<file path="src/rtl/itch_add_order_parser_if.sv">
// =============================================================================
// Module   : itch_add_order_parser_if
// Brief    : Word-stream input and decoded-order output bundle for the parser.
// Revision : 1.0
// =============================================================================
`default_nettype none

interface itch_add_order_parser_if #(
  parameter int REG_WIDTH = 32
);
  logic [REG_WIDTH-1:0] i_word;
  logic                 i_word_valid;
  logic                 i_word_first;
  logic                 o_word_ready;
  logic                 o_valid;
  logic                 i_ready;
  logic [15:0]          o_locate_code;
  logic [15:0]          o_tracking_number;
  logic [47:0]          o_timestamp;
  logic [63:0]          o_order_id;
  logic                 o_trade_type;
  logic [31:0]          o_quantity;
  logic [1:0]           o_stock_symbol;
  logic [31:0]          o_price;
  logic                 o_error;

  modport master (
    output i_word, i_word_valid, i_word_first, i_ready,
    input  o_word_ready, o_valid, o_locate_code, o_tracking_number, o_timestamp,
           o_order_id, o_trade_type, o_quantity, o_stock_symbol, o_price, o_error
  );

  modport slave (
    input  i_word, i_word_valid, i_word_first, i_ready,
    output o_word_ready, o_valid, o_locate_code, o_tracking_number, o_timestamp,
           o_order_id, o_trade_type, o_quantity, o_stock_symbol, o_price, o_error
  );
endinterface

`default_nettype wire

</file>
<file path="src/rtl/itch_add_order_parser.sv">
// =============================================================================
// Module   : itch_add_order_parser
// Brief    : Decodes 9-word ITCH Add Order messages into order-book fields.
//            Optional macro ITCH_TYPE_FILTER_EN drops non-'A' messages at word 0.
// Revision : 1.0
// =============================================================================
`default_nettype none

module itch_add_order_parser #(
  parameter int REG_WIDTH = 32,
  parameter int MSG_WORDS = 9
) (
  input  wire                      i_clk,
  input  wire                      i_reset,
  itch_add_order_parser_if.slave   bus
);

  localparam logic [1:0] c_IDLE    = 2'd0;
  localparam logic [1:0] c_COLLECT = 2'd1;
  localparam logic [1:0] c_HOLD    = 2'd2;
  localparam logic [1:0] c_DROP    = 2'd3;
  localparam logic [3:0] c_LAST    = 4'(MSG_WORDS - 1);
  localparam logic [7:0] c_TYPE_ADD = 8'h41;

  logic [1:0]           r_state;
  logic [3:0]           r_cnt;
  logic [REG_WIDTH-1:0] r_words [0:MSG_WORDS-2];
  logic                 r_valid;
  logic                 r_error;
  logic [15:0]          r_locate;
  logic [15:0]          r_tracking;
  logic [47:0]          r_timestamp;
  logic [63:0]          r_order_id;
  logic                 r_side;
  logic [31:0]          r_quantity;
  logic [1:0]           r_symbol;
  logic [31:0]          r_price;

  logic                 w_accept;
  logic [63:0]          w_stock;
  logic                 w_sym_known;
  logic [1:0]           w_sym;
  logic [1:0]           w_start_state;
  logic                 w_start_err;
  logic                 w_unused;

  assign w_accept = bus.i_word_valid && bus.o_word_ready;

  // Symbol bytes reordered so the first stream character is the MSB, matching string literals
  assign w_stock = {r_words[6][7:0], r_words[6][15:8], r_words[6][23:16], r_words[6][31:24],
                    r_words[7][7:0], r_words[7][15:8], r_words[7][23:16], r_words[7][31:24]};

  always_comb begin
    w_sym_known = 1'b1;
    w_sym       = 2'd0;
    case (w_stock)
      "AAPL    ": w_sym = 2'd0;
      "AMZN    ": w_sym = 2'd1;
      "GOOGL   ": w_sym = 2'd2;
      "MSFT    ": w_sym = 2'd3;
      default:    w_sym_known = 1'b0;
    endcase
  end

`ifdef ITCH_TYPE_FILTER_EN
  assign w_start_err   = (bus.i_word[7:0] != c_TYPE_ADD);
  assign w_start_state = w_start_err ? c_DROP : c_COLLECT;
`else
  assign w_start_err   = 1'b0;
  assign w_start_state = c_COLLECT;
`endif

  assign w_unused = ^{r_words[4][31:25]};

  always_ff @(posedge i_clk or posedge i_reset) begin
    if (i_reset) begin
      r_state     <= c_IDLE;
      r_cnt       <= 4'd0;
      r_valid     <= 1'b0;
      r_error     <= 1'b0;
      r_locate    <= '0;
      r_tracking  <= '0;
      r_timestamp <= '0;
      r_order_id  <= '0;
      r_side      <= 1'b0;
      r_quantity  <= '0;
      r_symbol    <= '0;
      r_price     <= '0;
      for (int i = 0; i < MSG_WORDS - 1; i++) r_words[i] <= '0;
    end else begin
      r_error <= 1'b0;
      case (r_state)
        c_IDLE: begin
          if (w_accept && bus.i_word_first) begin
            r_words[0] <= bus.i_word;
            r_cnt      <= 4'd1;
            r_state    <= w_start_state;
            r_error    <= w_start_err;
          end
        end
        c_COLLECT: begin
          if (w_accept) begin
            if (bus.i_word_first) begin
              r_words[0] <= bus.i_word;
              r_cnt      <= 4'd1;
              r_state    <= w_start_state;
              r_error    <= 1'b1;
            end else if (r_cnt == c_LAST) begin
              r_cnt <= 4'd0;
              // Price is taken straight from the final word; it is never stored
              if ((r_words[0][7:0] == c_TYPE_ADD) && w_sym_known) begin
                r_locate    <= r_words[0][23:8];
                r_tracking  <= {r_words[1][7:0], r_words[0][31:24]};
                r_timestamp <= {r_words[2][23:0], r_words[1][31:8]};
                r_order_id  <= {r_words[4][23:0], r_words[3], r_words[2][31:24]};
                r_side      <= r_words[4][24];
                r_quantity  <= r_words[5];
                r_symbol    <= w_sym;
                r_price     <= bus.i_word;
                r_valid     <= 1'b1;
                r_state     <= c_HOLD;
              end else begin
                r_error <= 1'b1;
                r_state <= c_IDLE;
              end
            end else begin
              r_words[r_cnt[2:0]] <= bus.i_word;
              r_cnt               <= r_cnt + 4'd1;
            end
          end
        end
        c_HOLD: begin
          if (bus.i_ready) begin
            r_valid <= 1'b0;
            r_state <= c_IDLE;
          end
        end
        default: begin
          if (w_accept) begin
            if (bus.i_word_first) begin
              r_words[0] <= bus.i_word;
              r_cnt      <= 4'd1;
              r_state    <= w_start_state;
              r_error    <= w_start_err;
            end else if (r_cnt == c_LAST) begin
              r_cnt   <= 4'd0;
              r_state <= c_IDLE;
            end else begin
              r_cnt <= r_cnt + 4'd1;
            end
          end
        end
      endcase
    end
  end

  assign bus.o_word_ready      = !i_reset && (r_state != c_HOLD);
  assign bus.o_valid           = r_valid;
  assign bus.o_error           = r_error;
  assign bus.o_locate_code     = r_locate;
  assign bus.o_tracking_number = r_tracking;
  assign bus.o_timestamp       = r_timestamp;
  assign bus.o_order_id        = r_order_id;
  assign bus.o_trade_type      = r_side;
  assign bus.o_quantity        = r_quantity;
  assign bus.o_stock_symbol    = r_symbol;
  assign bus.o_price           = r_price;

endmodule

`default_nettype wire

</file>
<file path="src/flat_wrapper.sv">
// flat-port wrapper written by rule: the top's interface ports become plain ports
module itch_add_order_parser_flat 
#(
  parameter int REG_WIDTH = 32,
  parameter int MSG_WORDS = 9
)
  (i_clk, i_reset, bus_i_word, bus_i_word_valid, bus_i_word_first, bus_i_ready, bus_o_word_ready, bus_o_valid, bus_o_locate_code, bus_o_tracking_number, bus_o_timestamp, bus_o_order_id, bus_o_trade_type, bus_o_quantity, bus_o_stock_symbol, bus_o_price, bus_o_error);
  itch_add_order_parser_if #(.REG_WIDTH(REG_WIDTH)) bus_i ();
  input  wire i_clk;
  input  wire i_reset;
  input wire logic [$bits(bus_i.i_word)-1:0] bus_i_word;
  input wire logic [$bits(bus_i.i_word_valid)-1:0] bus_i_word_valid;
  input wire logic [$bits(bus_i.i_word_first)-1:0] bus_i_word_first;
  input wire logic [$bits(bus_i.i_ready)-1:0] bus_i_ready;
  output wire logic [$bits(bus_i.o_word_ready)-1:0] bus_o_word_ready;
  output wire logic [$bits(bus_i.o_valid)-1:0] bus_o_valid;
  output wire logic [$bits(bus_i.o_locate_code)-1:0] bus_o_locate_code;
  output wire logic [$bits(bus_i.o_tracking_number)-1:0] bus_o_tracking_number;
  output wire logic [$bits(bus_i.o_timestamp)-1:0] bus_o_timestamp;
  output wire logic [$bits(bus_i.o_order_id)-1:0] bus_o_order_id;
  output wire logic [$bits(bus_i.o_trade_type)-1:0] bus_o_trade_type;
  output wire logic [$bits(bus_i.o_quantity)-1:0] bus_o_quantity;
  output wire logic [$bits(bus_i.o_stock_symbol)-1:0] bus_o_stock_symbol;
  output wire logic [$bits(bus_i.o_price)-1:0] bus_o_price;
  output wire logic [$bits(bus_i.o_error)-1:0] bus_o_error;
  assign bus_i.i_word = bus_i_word;
  assign bus_i.i_word_valid = bus_i_word_valid;
  assign bus_i.i_word_first = bus_i_word_first;
  assign bus_i.i_ready = bus_i_ready;
  assign bus_o_word_ready = bus_i.o_word_ready;
  assign bus_o_valid = bus_i.o_valid;
  assign bus_o_locate_code = bus_i.o_locate_code;
  assign bus_o_tracking_number = bus_i.o_tracking_number;
  assign bus_o_timestamp = bus_i.o_timestamp;
  assign bus_o_order_id = bus_i.o_order_id;
  assign bus_o_trade_type = bus_i.o_trade_type;
  assign bus_o_quantity = bus_i.o_quantity;
  assign bus_o_stock_symbol = bus_i.o_stock_symbol;
  assign bus_o_price = bus_i.o_price;
  assign bus_o_error = bus_i.o_error;
  itch_add_order_parser #(.REG_WIDTH(REG_WIDTH), .MSG_WORDS(MSG_WORDS)) u_core (.i_clk(i_clk), .i_reset(i_reset), .bus(bus_i));
endmodule
</file>
<file path="config.mk">
export PLATFORM = sky130hd
export DESIGN_NAME = itch_add_order_parser_flat
export DESIGN_NICKNAME = d
export VERILOG_FILES = /design/src/rtl/itch_add_order_parser_if.sv /design/src/rtl/itch_add_order_parser.sv /design/src/flat_wrapper.sv
export SDC_FILE = /design/constraint.sdc
export NUM_CORES = 1
export LEC_CHECK = 0
export BUFFER_PORTS_ARGS = -buffer_cell sky130_fd_sc_hd__buf_4
export CAP_MARGIN = 20
export CORE_UTILIZATION = 61
export DETAILED_ROUTE_END_ITERATION = 7
export PLACE_DENSITY = 0.84
export REMOVE_ABC_BUFFERS = 1
export SYNTH_ARGS = -nofsm -noshare
export SYNTH_HDL_FRONTEND = slang
export SYNTH_SLANG_ARGS = --single-unit
</file>
<file path="constraint.sdc">
create_clock -name i_clk -period 21.9 [get_ports i_clk]
set_input_delay 1.095 -clock i_clk [delete_from_list [all_inputs] [get_ports i_clk]]
set_output_delay 1.095 -clock i_clk [all_outputs]
set_load 0.01 [all_outputs]
</file>
==> results of run 1 <==
[power by group]
| group | leakage, nW | internal [mW] | total, mW | switching (mW) |
|---|---|---|---|---|
| Clock | 0.726 | 0.444 | 0.765 | 0.320 |
| Sequential | 6.39 | 0.986 | 1.05 | 0.0649 |
| Combinational | 4.25 | 0.101 | 0.190 | 0.0892 |
[state kept, by name, indices dropped and copies added, names as in the netlist, 4 cells and up]
name and flops:
u_core.bus.o_locate_code 16, u_core.bus.o_order_id 64, u_core.bus.o_price 32, u_core.bus.o_quantity 32
u_core.bus.o_timestamp 48, u_core.bus.o_tracking_number 16, u_core.r_cnt 4, u_core.r_words 249
[metrics by stage]
step	hold slack, ps	std cells	util (%)	instance area [sq um]	total power, mW
floorplan	442	1097	-	17600	1.19
global placement	457	1747	69.8	20100	1.23
detailed placement	467	1747	69.8	20100	1.25
CTS	480	1828	74.8	21600	2.02
global route	498	1830	75.0	21600	2.09
finish	477	1830	75.0	21600	2.01
[area by class of cell]
cell class	count	area (sq um)
fillers	1804	7220
inverters	4	22.5
flip-flops and latches	468	11700
clock inverters	15	135
multi-input cells	625	5900
repair buffers	268	2060
well taps	384	480
clock buffers	66	1330
[logic make-up (layout without fill, tap and decap cells)]
| logic type | Yosys count | count (layout) | share of synthesized area [%] |
|---|---|---|---|
| AOI/OAI and AO/OA | 57 | 57 | 1.80 |
| muxes | 427 | 427 | 26.8 |
| and+or+nand+nor | 139 | 139 | 3.93 |
| buffers and inverters | 61 | 353 | 2.20 |
| adders and majority gates | 2 | 2 | 0.139 |
| DFF | 468 | 468 | 65.2 |
[critical path: stages]
cell,delay [ps]
buf_4,140
nor2b_1,270
nand3b_1,200
nor2_1,250
nand3_1,200
a21oi_4,200
buf_12,580
mux2_1,410
[layout by cell type (no fill, tap or decap), types with 3 or more instances in the layout]
| cell type | count |
|---|---|
| a21o_1 | 3 |
| a21oi_1 | 3 |
| buf_4 | 264 |
| clkbuf_1 | 11 |
| clkbuf_16 | 47 |
| clkbuf_8 | 8 |
| clkinv_2 | 10 |
| dfrtp_1 | 468 |
| inv_1 | 3 |
| mux2_1 | 178 |
| mux2_2 | 249 |
| nand2_1 | 72 |
| nand3_1 | 6 |
| nand3b_1 | 4 |
| nand4_1 | 5 |
| nand4b_1 | 3 |
| nor2_1 | 12 |
| nor2b_1 | 4 |
| nor3_1 | 4 |
| nor3_2 | 3 |
| nor4_1 | 7 |
| nor4b_1 | 5 |
| o21ai_0 | 39 |
| or2_2 | 3 |
[path summary, 6_finish.rpt]
kind / from / end
max: i_reset / u_core.bus.o_timestamp[41]
min: u_core.r_words[239] / u_core.r_words[239]
max reg2reg: u_core.r_words[47] / u_core.bus.o_timestamp[41]
min in group asynchronous: i_reset / u_core.r_words[66]
min reg2reg: u_core.r_words[239] / u_core.r_words[239]
max in group asynchronous: i_reset / u_core.bus.o_timestamp[14]
[per-layer routing]
| metal | part of all wire (%) | routed length (um) | global-route usage, % |
|---|---|---|---|
| met5 | 0 | 0 | 0 |
| met4 | 1.7 | 637 | 5.92 |
| met3 | 6.0 | 2220 | 5.94 |
| met2 | 51 | 18800 | 43.0 |
| met1 | 42 | 15400 | 33.6 |
==> results.ini, run 1 <==
[synth]
synth_top_area_cell = dfrtp_1
synth_edf_count = 0
syn_area_per_cell_sq_um = 15.6
ys_seq_elements = 468
synth_ff_type = dfrtp_1
yosysWarnings = 0
ys_types = 38
ys_seq_area_share_pct = 65.2
ys_top_cells_by_count = 468 x dfrtp_1, 249 x mux2_2, 178 x mux2_1
synth-async-reset-ratio_pct = 100
synth_top_area_share_pct = 65.2
synth_area_sq_um = 18000
synth_most_common_cell = dfrtp_1
synth_cells = 1154
synthTopCellsByArea = dfrtp_1 65%, mux2_2 16%, mux2_1 11%

[flow_run]
maxCapViolations = 0

[grt]
grt_pass1_vias = 11048
grt_max_degree = 194
track_usage_pct = 25.4
grt-ovfl-total = 0
grt_pass1_wl_um = 60600
antenna_found_initial = 0

[timing]
setup_viol_count_final = 0
setup_slack_ps = 18730
hold_violations = 0
post-route-min-period_ps = 3170
finalSetupTns_ps = 0
slew_violations = 0
fmax_mhz = 315
max_slew_margin_pct = 32.2
rsz0062_at_grt = false
period_share_pct = 14.5
finClkSkew_ps = 16.2
tightest_slew_ps = 1020

[drt]
vias = 10287
avgRoutedWirePerCell_um = 20.2
first_iter_violations = 574
drt_wl_total_um = 37000
drc = 0
avgViaCountPerCell = 5.62
drtPass1Iterations = 5
postRouteAntennaNets = 0

[cells_and_area]
diodes = 0
fin_nets = 1452
areaGrowthSynthToFinish_pct = 20.4
drive_gt1_share_pct = 41.6

[power]
p_leak_nw = 11.4
power.density_nw_per_um2 = 92.7
irDropWorstVdd_mv = 0.0762

[worst_setup_path]
path_max_fanout = 161
reg2reg_slack_ps = 18750
worstSetupEndpointType = flop
required_ps = 22310
r2r_cells = 7
crit_arrival_ps = 3580
crit_path_start_kind = input port
critical_path_class = input port to flop

[clock_tree]
cts_resized = 0
cts_tree = built
cts_root_buffer = clkbuf_16
postCtsHoldBufs = 0
cts_setup_buffers = 0
htreeDepth = 2
clockBufferDepth = 3
cts_made_buffers = 46
cts_sinks = 468
clk_latency_ps = 540
clk_pin_slew_ps = 60

[hold_path]
min_path_cells = 2
hp-class = flop to flop

[placed_design]
pre_cts_slack_ps = 18010
place.port_buffers = 250
gp_congestion = 0.810
hpwlAfterDp_um = 23400

[die]
die_area_sq_um = 30100
fp.dieH_um = 174
ios = 251
initial_core_util_pct = 62.3
rows = 62
die_w_um = 174
design.core.area_sq_um = 28900

[outcome]
status = finished clean

No activity file was read; power rests on OpenSTA's default activity.
==> run 2: changes to the inputs <==
--- a/config.mk
+++ b/config.mk
@@ -7,9 +7,9 @@
 export LEC_CHECK = 0
 export BUFFER_PORTS_ARGS = -buffer_cell sky130_fd_sc_hd__buf_4
 export CAP_MARGIN = 20
-export CORE_UTILIZATION = 61
+export CORE_UTILIZATION = 57
 export DETAILED_ROUTE_END_ITERATION = 7
-export PLACE_DENSITY = 0.84
+export PLACE_DENSITY = 0.79
 export REMOVE_ABC_BUFFERS = 1
 export SYNTH_ARGS = -nofsm -noshare
 export SYNTH_HDL_FRONTEND = slang
==> constraint.sdc (replaced) <==
create_clock -name i_clk -period 3 [get_ports i_clk]
set_input_delay 0.15 -clock i_clk [delete_from_list [all_inputs] [get_ports i_clk]]
set_output_delay 0.15 -clock i_clk [all_outputs]
set_load 0.01 [all_outputs]
==> results.ini, run 2 (synthesized netlist as in run 1, its figures left out) <==
[timing]
tightest_slew_ps = 633
setup_slack_ps = 219
setup_viol_count_final = 0
fmax_mhz = 360
period_share_pct = 92.7
whs_ps = 127
post-route-min-period_ps = 2780
finalSetupTns_ps = 0
slew_violations = 0
finClkSkew_ps = 10.9
max_slew_margin_pct = 57.7
hold_violations = 0
rsz0062_at_grt = false

[clock_tree]
htreeDepth = 2
cts_root_buffer = clkbuf_16
cts_sinks = 468
clk_pin_slew_ps = 60
cts_made_buffers = 47
clockBufferDepth = 3
cts_tree = built
clk_latency_ps = 540

[drt]
avgViaCountPerCell = 5.51
vias = 10395
drt_wl_total_um = 37600
drc = 16
drtPass1Iterations = 7
first_iter_violations = 592
postRouteAntennaNets = 0
avgRoutedWirePerCell_um = 19.9

[die]
ios = 251
rows = 64
fp.dieH_um = 180
die_area_sq_um = 32200
initial_core_util_pct = 58.3
die_w_um = 180
design.core.area_sq_um = 30800

[cells_and_area]
finalNonFillerCells = 1886
final_cell_mix = 468 x dfrtp_1, 263 x buf_4, 249 x mux2_2
largest_reg_flops = 249
diodes = 0
final_common_cell = dfrtp_1
multi_input_area_sq_um = 5900
fin_nets = 1493
nFillCells = 2014
drive_gt1_share_pct = 40.9
areaGrowthSynthToFinish_pct = 23.8
top_register = u_core.r_words
seq_area_sq_um = 11700

[grt]
track_usage_pct = 24.3
grt_max_degree = 116
grt_pass1_vias = 11211
antenna_found_initial = 0
grt_pass1_wl_um = 62100
grt-ovfl-total = 0

[power]
power.density_nw_per_um2 = 674
irDropWorstVdd_mv = 0.477
p_leak_nw = 11.6

[outcome]
violations = design-rule violations
status = finished, violations left

[worst_setup_path]
endpoint = u_core.bus.o_order_id[63]
r2r-end = u_core.bus.o_order_id[63]
reg2reg_slack_ps = 220
startpoint = u_core.r_words[47]
critical_path_class = flop to flop
path_max_fanout = 62
required_ps = 3410
r2r-start = u_core.r_words[47]
r2r_cells = 7
crit_path_start_kind = flop
crit_arrival_ps = 3200
worstSetupEndpointType = flop

[placed_design]
hpwlAfterDp_um = 24100
place.port_buffers = 250
gp_congestion = 0.824
placed_cells = 1766
pre_cts_slack_ps = 237

[flow_run]
maxCapViolations = 0

[hold_path]
hp-class = input port to asynchronous set/reset pin

run 2: changes by cell type in the layout (fill, tap and decap cells not counted):
cell | before | now
clkbuf_16 | 47 | 49
clkinv_4 | 1 | 0
bufinv_16 | 2 | 3
a2111oi_0 | 1 | 0
clkinv_2 | 10 | 7
buf_16 | 1 | 0
buf_12 | 2 | 10
clkbuf_1 | 11 | 12
clkinvlp_4 | 1 | 0
buf_8 | 1 | 0
dlygate4sd3_1 | 0 | 35
clkbuf_8 | 8 | 13
a2111oi_1 | 0 | 1
buf_4 | 264 | 263
run 2: report_power, final:
group          internal (mW)  leakage [nW]  switching (mW)
Combinational          0.775          4.44           0.658
Sequential              7.20          6.39           0.470
Clock                   3.57         0.786            2.32
run 2: worst max-delay path: stages, from the launching register on:
cell	delay (ps)
dfrtp_1	390
nor4b_2	290
nand3b_1	220
nor4_2	340
o211ai_1	250
a21oi_4	380
buf_12	330
mux2_1	370
run 2: repair_timing:
action                                  CTS  global route
hold buffers                             35             0
buffers inserted                          0             0
gates resized for setup                   0             1
endpoints found under the setup margin    0             7
hold endpoints to repair                638             0
run 2: cell type report:
cell class	instances	area share, %
clock buffers	74	6.52
flip-flops and latches	468	52.7
clock inverters	11	0.602
well taps	396	2.23
repair buffers	308	11.4
multi-input cells	625	26.5
inverters	4	0.101
run 2: through the flow:
| step | cell area, sq um | power [mW] | utilization, % |
|---|---|---|---|
| 6_report | 22200 | 15.0 | 72.1 |
| 5_1_grt | 22200 | 15.7 | 72.1 |
| 4_1_cts | 22200 | 15.1 | 72.1 |
| 3_5_place_dp | 20300 | 9.18 | 65.9 |
| 3_3_place_gp | 20300 | 9.03 | 65.9 |
| 2_1_floorplan | 17600 | 8.67 | - |
run 2: how the worst min path moves through the flow:
stage / cells after the start / slack [ps] / startpoint / end
6_report: 3 / 130 / i_reset / u_core.bus.o_order_id[11]
5_1_grt: 3 / 130 / i_reset / u_core.bus.o_tracking_number[11]
4_1_cts: 3 / 110 / i_reset / u_core.bus.o_order_id[11]
3_5_place_dp: 2 / 120 / i_reset / u_core.bus.o_order_id[11]
3_3_place_gp: 2 / 120 / i_reset / u_core.bus.o_order_id[11]
2_1_floorplan: 1 / 290 / bus_i_word[0] / u_core.bus.o_price[0]
run 2: metal layers:
metal	wire length, um	GRT usage (%)	up-vias
met5	0	0	-
met1	16300	32.5	5422
met3	1980	5.49	60
met2	18600	40.6	233
met4	707	5.86	0
li1	-	-	4680
